**config.mk**
```make
export PLATFORM = sky130hd
export DESIGN_NAME = huffman_bit_emitter
export DESIGN_NICKNAME = d
export VERILOG_FILES = /design/src/rtl/huffman_pkg.sv /design/src/rtl/huffman_bit_shifter.sv /design/src/rtl/huffman_bit_emitter.sv
export SDC_FILE = /design/constraint.sdc
export NUM_CORES = 1
export LEC_CHECK = 0
export ABC_AREA = 1
export CORE_MARGIN = 2
export CORE_UTILIZATION = 49
export CTS_CLUSTER_SIZE = 28
export DETAILED_ROUTE_END_ITERATION = 16
export PLACE_DENSITY = 0.79
export RECOVER_POWER = 100
export SLEW_MARGIN = 10
export SYNTH_ARGS = -nofsm -noshare
export SYNTH_HDL_FRONTEND = slang
export SYNTH_SLANG_ARGS = --single-unit
```
**constraint.sdc**
```tcl
create_clock -name clock -period 1.55 [get_ports clock]
set_input_delay 0.465 -clock clock [delete_from_list [all_inputs] [get_ports clock]]
set_output_delay 0.465 -clock clock [all_outputs]
set_load 0.01 [all_outputs]
```
**src/rtl/huffman_pkg.sv**
```systemverilog
// Shared widths, entry field positions and FSM encoding for the Huffman bit emitter.
package huffman_pkg;

    localparam int unsigned ADDR_W   = 6;
    localparam int unsigned LEN_W    = 4;
    localparam int unsigned CODE_W   = 8;
    localparam int unsigned DATA_W   = 12;

    localparam int unsigned LEN_MSB  = 11;
    localparam int unsigned LEN_LSB  = 8;
    localparam int unsigned CODE_MSB = 7;

    localparam int unsigned MAX_LEN  = 8;

    typedef enum logic [1:0] {
        IDLE  = 2'd0,
        REQ   = 2'd1,
        FETCH = 2'd2,
        SHIFT = 2'd3
    } state_t;

    // A code length is usable only if it is non-zero and fits the code field.
    function automatic logic len_legal(input logic [LEN_W-1:0] len);
        return (len != '0) && (len <= LEN_W'(MAX_LEN));
    endfunction

endpackage

```
**src/rtl/huffman_bit_shifter.sv**
```systemverilog
// Load/shift register and bit down-counter presenting a code MSB-first on a valid/ready stream.
module huffman_bit_shifter
    import huffman_pkg::*;
(
    input  logic              clock,
    input  logic              reset_n,
    input  logic              load,
    input  logic [CODE_W-1:0] code,
    input  logic [LEN_W-1:0]  len,
    input  logic              bit_ready,
    output logic              bit_out,
    output logic              bit_valid,
    output logic              code_last
);

    logic [CODE_W-1:0] shreg;
    logic [LEN_W-1:0]  cnt;
    logic              valid;

    always_ff @(posedge clock or negedge reset_n) begin
        if (!reset_n) begin
            shreg <= '0;
            cnt   <= '0;
            valid <= 1'b0;
        end else if (load) begin
            // Left-justify the right-aligned code so bit 7 is always the next bit out.
            shreg <= code << (LEN_W'(MAX_LEN) - len);
            cnt   <= len;
            valid <= 1'b1;
        end else if (valid && bit_ready) begin
            shreg <= shreg << 1;
            cnt   <= cnt - 1'b1;
            if (cnt == LEN_W'(1)) begin
                valid <= 1'b0;
            end
        end
    end

    assign bit_out   = shreg[CODE_W-1];
    assign bit_valid = valid;
    assign code_last = valid && (cnt == LEN_W'(1));

endmodule

```
**src/rtl/huffman_bit_emitter.sv**
```systemverilog
// Looks up each symbol in the Huffman code table and serialises its code MSB-first.
// Optional HUFF_BIT_STATS_EN adds a saturating bit_count of accepted bits.
module huffman_bit_emitter
    import huffman_pkg::*;
(
    input  logic              clock,
    input  logic              reset_n,
    input  logic [ADDR_W-1:0] sym_in,
    input  logic              sym_valid,
    output logic              sym_ready,
    output logic [ADDR_W-1:0] mem_addr,
    output logic              mem_modeselect,
    input  logic [DATA_W-1:0] mem_data,
    output logic              bit_out,
    output logic              bit_valid,
    input  logic              bit_ready,
    output logic              code_last,
    output logic              len_err
`ifdef HUFF_BIT_STATS_EN
    ,
    output logic [15:0]       bit_count
`endif
);

    state_t            state;
    state_t            next_state;
    logic [LEN_W-1:0]  entry_len;
    logic [CODE_W-1:0] entry_code;
    logic              entry_ok;
    logic              load;
    logic              last_accept;

    assign entry_len      = mem_data[LEN_MSB:LEN_LSB];
    assign entry_code     = mem_data[CODE_MSB:0];
    assign entry_ok       = len_legal(entry_len);
    assign load           = (state == FETCH) && entry_ok;
    assign last_accept    = code_last && bit_ready;
    assign sym_ready      = (state == IDLE);
    assign mem_modeselect = 1'b0;

    always_ff @(posedge clock or negedge reset_n) begin
        if (!reset_n) begin
            state    <= IDLE;
            mem_addr <= '0;
            len_err  <= 1'b0;
        end else begin
            state   <= next_state;
            len_err <= (state == FETCH) && !entry_ok;
            if ((state == IDLE) && sym_valid) begin
                mem_addr <= sym_in;
            end
        end
    end

    always_comb begin
        next_state = state;
        case (state)
            IDLE:    if (sym_valid) next_state = REQ;
            REQ:     next_state = FETCH;
            FETCH:   next_state = entry_ok ? SHIFT : IDLE;
            SHIFT:   if (last_accept) next_state = IDLE;
            default: next_state = IDLE;
        endcase
    end

    huffman_bit_shifter u_shifter (
        .clock     (clock),
        .reset_n   (reset_n),
        .load      (load),
        .code      (entry_code),
        .len       (entry_len),
        .bit_ready (bit_ready),
        .bit_out   (bit_out),
        .bit_valid (bit_valid),
        .code_last (code_last)
    );

`ifdef HUFF_BIT_STATS_EN
    logic [15:0] stat_q;

    always_ff @(posedge clock or negedge reset_n) begin
        if (!reset_n) begin
            stat_q <= '0;
        end else if (bit_valid && bit_ready && (stat_q != '1)) begin
            stat_q <= stat_q + 16'd1;
        end
    end

    assign bit_count = stat_q;
`endif

endmodule

```
### After elaboration in Yosys (flattened, before gate mapping)

Cells that the tools add are included.

| word-level totals | value |
|---|---|
| output and inout bits | 12 |
| register bits | 22 |
| bits of input ports | 22 |
| logic and storage cells | 41 |

| cells by class | value |
|---|---|
| multiplexer cells | 11 |
| reductions and logical operators | 14 |
| add/subtract/negate cells | 2 |
| shift operators | 1 |
| order comparisons | 1 |
| equal/unequal tests | 6 |

Operators by type and width:

| cell | count |
|---|---|
| $mux W8 | 2 |
| $mux W4 | 2 |
| $pmux W2 S4 | 1 |
| $shl A8 B4 Y8 | 1 |
| $logic_and A1 B1 Y1 | 7 |
| $mux W2 | 3 |
| $eq A2 B2 Y1 const B | 2 |
| $eq A4 B1 Y1 const B | 1 |
| $le A4 B4 Y1 const B | 1 |
| $ne A2 B2 Y1 const B | 2 |
| $reduce_and A2 Y1 | 2 |
| $reduce_bool A2 Y1 | 2 |
| $reduce_bool A4 Y1 | 1 |
| $sub A4 B1 Y4 const B | 1 |
| $sub A4 B4 Y4 const A | 1 |
| $mux W1 | 3 |
| $eq A2 B1 Y1 const B | 1 |
| $logic_not A2 Y1 | 1 |
| $logic_not A1 Y1 | 1 |

### Logic depth before layout (Yosys ltp)

Gate-level depths: netlist of run 1.

| logic depth | value |
|---|---|
| depth in word-level cells | 5 |
| depth in mapped cells | 12 |
| mapped depth without buffers | 10 |

### Hierarchy

Synthesis of run 1 repeated with hierarchy kept, for this count alone.

| unflattened totals | value |
|---|---|
| cells, all modules | 197 |
| area total of the unflattened synthesis | 1,422.6 sq um |

Modules (own cells, without submodules):

| module | area an instance (sq um) | times used | cells an instance |
|---|---|---|---|
| huffman_bit_shifter | 1,007.2 | 1 | 148 |
| huffman_bit_emitter | 415.4 | 1 | 49 |

### Worst setup path after synthesis of run 1

OpenSTA, ideal clock, no wires.

| timing | value |
|---|---|
| kind | input to register |
| start | in mem_data[8] |
| end | reg u_shifter.shreg[4] |
| library setup time | 73 ps |
| buffers on the path | 2 |
| slack | -213 ps |
| arrival | 1,690 ps |
| required time | 1,477 ps |
| stages on the path | 9 |
| cell sequence | buf_6 inv_4 buf_6 ha_1 inv_1 nand3_1 o21ai_0 nand2_1 a21oi_2 |

| between the ends | value |
|---|---|
| word-level cells in the longest chain between the ends | 4 |
| elaborated cells on any way between the ends | 8 |
| those cells by class | add/sub: 1; order compare: 1; shift: 1; mux: 1; reduce/logical: 4 |

Ends and longest elaborated chain:

| item | RTL line | text |
|---|---|---|
| from (decl) | huffman_bit_emitter.sv:13 | `input logic [DATA_W-1:0] mem_data,` |
| branches (longest 4 deep; another with $sub A4 B4 Y4) | n/a |  |
| to (signal assigned) | huffman_bit_shifter.sv:27 | `shreg <= code << (LEN_W'(MAX_LEN) - len);` |
| to (signal assigned) | huffman_bit_shifter.sv:31 | `shreg <= shreg << 1;` |
| to (decl) | huffman_bit_shifter.sv:16 | `logic [CODE_W-1:0] shreg;` |

Several ways; the timed one is not identified.
A chain may end at the register's enable or synchronous reset.

### Final worst setup path of run 1

| timing | value |
|---|---|
| start | reg u_shifter.cnt[1] |
| end | out code_last |

| between the ends | value |
|---|---|
| word-level cells in the longest chain between the ends | 2 |

Ends and longest elaborated chain:

| item | RTL line | text |
|---|---|---|
| from (decl) | huffman_bit_shifter.sv:17 | `logic [LEN_W-1:0] cnt;` |
| from (signal assigned) | huffman_bit_shifter.sv:28 | `cnt <= len;` |
| from (signal assigned) | huffman_bit_shifter.sv:32 | `cnt <= cnt - 1'b1;` |
| $eq A4 B1 Y1 | huffman_bit_shifter.sv:41 | `assign code_last = valid && (cnt == LEN_W'(1));` |
| $logic_and A1 B1 Y1 | huffman_bit_shifter.sv:41 |  |
| to (decl) | huffman_bit_emitter.sv:17 | `output logic code_last,` |

No other way between the ends.

==> results of run 1 <==
==> cell families after synthesis <==
group | synth area share, %
AND/OR/NAND/NOR | 31.8
adder cells (fa/ha/maj) | 2.70
flip-flops | 39.5
buffers and inverters | 7.55
AO/OA/AOI/OAI | 12.0
other | 0.269
XOR/XNOR | 1.26
multiplexers | 4.85
==> state kept, by name, indices dropped and copies added (netlist names) <==
signal               count
len_err                  1
state                    2
u_shifter.shreg          8
u_shifter.cnt            4
mem_addr                 6
u_shifter.bit_valid      1
==> power by group through the flow <==
stage	combinational [mW]	sequential, mW	clock [mW]
2_1_floorplan	0.880	1.05	0
3_5_place_dp	1.62	0.999	0
5_1_grt	2.10	1.04	0.357
4_1_cts	1.82	1.00	0.325
3_3_place_gp	1.57	0.981	0
6_report	1.95	1.02	0.312
==> stage by stage <==
stage / setup WS [ns] / util [%] / cells / hold WS, ns / setup TNS [ns]
floorplan: -0.0536 / - / 168 / 0.169 / -0.453
global placement: -0.387 / 69.2 / 247 / 0.462 / -5.59
detailed placement: -0.430 / 69.2 / 247 / 0.464 / -6.21
CTS: -0.204 / 78.7 / 263 / 0.484 / -0.209
global route: -0.233 / 78.8 / 263 / 0.529 / -2.00
finish: -0.186 / 78.8 / 263 / 0.492 / -1.11
==> metal layers <==
layer / up-vias / track usage [%]
li1: 693 / -
met1: 707 / 28.5
met2: 51 / 50.6
met3: 12 / 5.44
met4: 0 / 12.0
met5: - / 0
==> worst max path at each step <==
stage	start	endpoint	slack, ns	cells past startpoint
after floorplan	mem_data[8]	u_shifter.shreg[7]	-0.05	10
after global placement	mem_data[8]	u_shifter.shreg[1]	-0.39	10
after detailed placement	mem_data[8]	u_shifter.shreg[7]	-0.43	9
after CTS	u_shifter.cnt[1]	code_last	-0.20	5
after global routing	u_shifter.cnt[1]	code_last	-0.23	5
final	u_shifter.cnt[1]	code_last	-0.19	5
==> cell type report <==
cell class                 instances  area share, %
clock buffer                       4           1.68
inverter                          13           3.02
multi-input combinational        128           39.8
sequential                        22           25.6
tap                               31           1.80
timing repair buffer              65           28.1
==> worst register-to-register path, delay by kind of cell (launching register included) <==
family	cells	cell delay (ns)
buf+inv	5	0.46
flops	1	0.41
simple gates	4	0.30
fa+ha+maj	1	0.14
compound gates	1	0.09
==> cell usage in the layout, fill, tap and decap left out, types with 4 or more instances in the layout <==
cell type,instances
nand2_1,39
dfrtp_1,22
buf_4,22
nand3_1,20
clkdlybuf4s50_1,15
dlygate4sd2_1,12
o21ai_0,8
o21ai_1,7
nand2_2,6
a21oi_2,6
mux2_2,6
buf_6,6
inv_2,5
nand2_4,5
nor2_2,5
nor2_1,4
clkbuf_2,4
==> repair_timing <==
item	4_1_cts	5_1_grt
resized for setup	52	10
gates cloned	1	0
pin swaps	6	5
setup buffers	14	1
endpoints found under the setup margin	24	17
==> run metrics, run 1 <==
CP max-delay cell=dfrtp_1; Crit path required time=approximately 1.1 ns; most common cell in the netlist=nand2_1; total CTS buffers=3; synthesized cell area=between 1000 and 1500 um^2; initial antenna violation count=0; gr usage total=a little over a quarter; Endpoint, Worst Hold=u_shifter.shreg[3]; Flop pwr share=~31%; Clk Latency, worst-skew pair=between 0.3 and 0.4 ns; clock slew at reported path FFs=around 0.12 ns; count of cell types in the netlist=28; cell internal pwr=between 1.5 and 2 mW; CTS root buf=clkbuf_4; GPL Wtd Cong=about 0.8; chip width=roughly 57 um; proportion of layout cells with a drive suffix above 1=39.2%; Min Clock Period, post-route=approximately 1.7 ns; RSZ-0062 raised after global routing=yes; final period utilization=112%; Worst Tran Pin Value=about 0.57 ns; Worst path top cell family by delay=flip-flops; Comb power frac=59.4%; clock network power share=around a tenth; vias in the first global route=1539; max layer used=met4; final instance area=roughly 2200 um^2; violated checks=negative setup slack; die height=around 57 um; Site Rows=19; Met3 Routed Length=~210 um; worst path cell trace=inv_2, ha_4, nand2_4, nor3_4, buf_2; status=finished with violations; Core Footprint=2730 um^2; CTS Hold Bufs=0; Psw=roughly 1.3 mW; area delta synth->final=54.7%; # IOs=34; CTS tree=built; Setup-failing EPs final=15; 1st-iter DRT viols=73; asr flop ratio synth=100%; worst vdd ir=approximately 0.0015 V; H-Tree Depth=1; Hold Path Depth=2; Synth top cells by count=42 x nand2_1, 24 x nand3_1, 22 x dfrtp_1, 10 x o21ai_0, 9 x nand2_2; crit path DAT=~1.3 ns; post-synthesis sequential area ratio=39.5%; routed vias/inst=about 5.6; Final ANT Viol Nets=0; area of the multi-input gates=858 um^2; CP startpoint kind=register; starting density of the core=between 50% and 60%; Clock Skew=~0.012 ns; worst reg2reg path depth=11; Longest Clk Path Bufs=2; met1 wire length=1450 um; Fillers=171; synthesized flop and latch total=22; Net count, final=roughly 260; LEAKAGE=roughly 1.0 nW; hold wc startpoint=u_shifter.shreg[3]; Vias=between 1k and 1.5k; Buffers on Ports=32; Crit. End Element=output port; clk sinks=22; sw frac=between 30% and 40%; HPWL after detailed placement=2550 um; DRC=0; Syn Area/Cell=8.29 um^2; Cell Area, Placed=approximately 1900 um^2; kind of critical path=register to output port; worst path buffer plus inverter count=2; Syn Inst Count=approximately 170; Congestion Overflow GR=0; Max Fclk=between 0.5 and 0.6 GHz; overall power=about 3.3 mW; synth warn=0; power per cell area=roughly 1500 nW/um^2; Hold Vio Cnt, Final=0; pin count of the biggest net entering global routing=23; Synth area leader=dfrtp_1; worst reg2reg setup slack=approximately 0.060 ns; Pre-antenna DRT Iters=4; die area=around 3300 um^2; worst hold path type=register to register; Relative slew margins=about 62%; Max Cap Violations=0; largest cells by area after synthesis=dfrtp_1 40%, nand2_1 11%, nand3_1 8.6%; Slew Limit Fails=0; final wirelength=between 4000 and 5000 um; Yosys top cell area share=39.5%; CP peak stage delay=0.41 ns; Most used DFF post-synth=dfrtp_1; drt wl/cell=about 15 um; origin of the critical flop-to-flop path=u_shifter.cnt[1]; n_diodes=0; first-pass GRT wire length=approximately 6700 um; Max Fanout on Critical Path=2; Met2 Wirelength=approximately 2300 um; FF-to-FF End=state[1]; min setup slack post-route=-0.186 ns; FF/Latch Area=approximately 550 um^2; syn_nets=193; EDFF count, synth=0
Note: power is estimated with default switching activity, not from simulation.
==> run 2, diff against run 1 <==
--- a/config.mk
+++ b/config.mk
@@ -7,10 +7,10 @@
 export LEC_CHECK = 0
 export ABC_AREA = 1
 export CORE_MARGIN = 2
-export CORE_UTILIZATION = 49
+export CORE_UTILIZATION = 40
 export CTS_CLUSTER_SIZE = 28
 export DETAILED_ROUTE_END_ITERATION = 16
-export PLACE_DENSITY = 0.79
+export PLACE_DENSITY = 0.67
 export RECOVER_POWER = 100
 export SLEW_MARGIN = 10
 export SYNTH_ARGS = -nofsm -noshare
==> run metrics, run 2 (synthesis results as in run 1) <==
status=finished with violations; violated checks=negative setup slack; routed vias/inst=just under 5; RSZ-0062 raised after global routing=yes; vias in the first global route=1289; CTS Hold Bufs=0; worst hold path type=register to register; clk sinks=22; Setup-failing EPs final=2; area delta synth->final=40.1%; final wirelength=3140 um; Max Cap Violations=0; gr usage total=roughly 17%; Final ANT Viol Nets=0; crit path DAT=1.23 ns; Hold Vio Cnt, Final=0; Crit path required time=1.08 ns; proportion of layout cells with a drive suffix above 1=approximately 31%; Congestion Overflow GR=0; total CTS buffers=3; overall power=~2.9 mW; DRC=0; commonest non-fill, non-tap cells in the layout=44 x nand2_1, 24 x nand3_1, 22 x dfrtp_1; initial antenna violation count=0; 1st-iter DRT viols=between 40 and 50; LEAKAGE=approximately 0.94 nW; placed insts=around 270; Worst Tran Pin Value=about 0.53 ns; Hold WS=between 0.4 and 0.5 ns; Flop pwr share=around a third; worst vdd ir=about 0.0008 V; Psw=around 1.1 mW; power per cell area=around 1500 nW/um^2; n_diodes=0; Min Clock Period, post-route=roughly 1.7 ns; Setup Slack @ Placement=-0.448 ns; die area=between 3000 and 4000 um^2; die height=about 63 um; Relative slew margins=between 60% and 70%; Largest register FFs=8; first-pass GRT wire length=roughly 5400 um; Clock Skew=0.00126 ns; CP startpoint kind=register; Layout Utilization=roughly 58%; min setup slack post-route=-0.147 ns; drt wl/cell=~12 um; clock slew at reported path FFs=between 0.1 and 0.15 ns; Max Fclk=~0.59 GHz; Largest regs=u_shifter.shreg: 8 flops, mem_addr: 6 flops, u_shifter.cnt: 4 flops; final period utilization=109%; Longest Clk Path Bufs=2; Crit. End Element=output port; worst reg2reg path depth=9; final instance area=approximately 2000 um^2; Net count, final=250; Buffers on Ports=32; Layout Cells excl Fill=270; kind of critical path=register to output port; sw frac=37.4%; Vias=about 1.3k; Slew Limit Fails=0; CTS root buf=clkbuf_4; Pre-antenna DRT Iters=4; post-route setup TNS=-0.155 ns; Comb power frac=a little over half; starting density of the core=roughly two fifths; Site Rows=21; Core Footprint=around 3300 um^2; origin of the critical flop-to-flop path=state[0]; Hold Path Depth=2; HPWL after detailed placement=about 2600 um; chip width=approximately 63 um; clock network power share=10.9%; commonest non-fill, non-tap cell in the layout=nand2_1; pin count of the biggest net entering global routing=23; Clk Latency, worst-skew pair=about 0.30 ns; CTS tree=built; Cell Area, Placed=between 1500 and 2000 um^2; GPL Wtd Cong=around 0.87; Max Fanout on Critical Path=2; # IOs=34; register with the most flip-flops=u_shifter.shreg; cell internal pwr=~1.8 mW; CP startpoint=u_shifter.cnt[1]; H-Tree Depth=1; hold wc startpoint=u_shifter.shreg[0]
## run 2: changes by cell type in the layout (fill, tap and decap cells not counted), sizes merged
cell,previous run,this run
dlymetal6s2s,0,2
buf,31,24
dlygate4sd2,12,10
bufbuf,1,0
## run 2: layer usage
metal  routed length (um)  GRT usage, %  part of all wire, %
met1                 1370          20.2                   43
met2                 1640          30.9                   52
met3                  131          3.60                  4.2
met4                   10          3.61                 0.32
met5                    0             0                    0
## run 2: worst max-delay path, cell delays in order, from the launching register on
cell,delay (ns)
dfrtp_1,0.38
inv_1,0.07
ha_1,0.14
nand2_1,0.05
nor3_2,0.13
buf_2,0.16
## run 2: power by group through the flow
stage          sequential, mW  combinational, mW  clock, mW
2_1_floorplan            1.05              0.880          0
3_3_place_gp            0.984               1.62          0
3_5_place_dp             1.00               1.66          0
4_1_cts                 0.988               1.59      0.325
5_1_grt                  1.02               1.74      0.351
6_report                0.983               1.56      0.311
## run 2: cell type report
cell class	count	area [um^2]
fillers	316	1390
multi-input cells	128	757
flip-flops and latches	22	551
repair buffers	57	497
well taps	46	57.6
inverters	13	52.6
clock buffers	4	36.3
## run 2: final timing paths
path                                       to  slack, ns
max in group asynchronous  u_shifter.shreg[3]       0.55
min reg2reg                u_shifter.shreg[0]       0.49
max reg2reg                  u_shifter.cnt[0]       0.16
min in group asynchronous    u_shifter.cnt[2]       0.64
min                        u_shifter.shreg[0]       0.49
max                                 code_last      -0.15
## run 2: repair_timing
item / CTS / global route
resized for setup: 26 / 2
endpoints found under the setup margin: 25 / 11
pin swaps: 2 / 0
setup buffers: 1 / 0
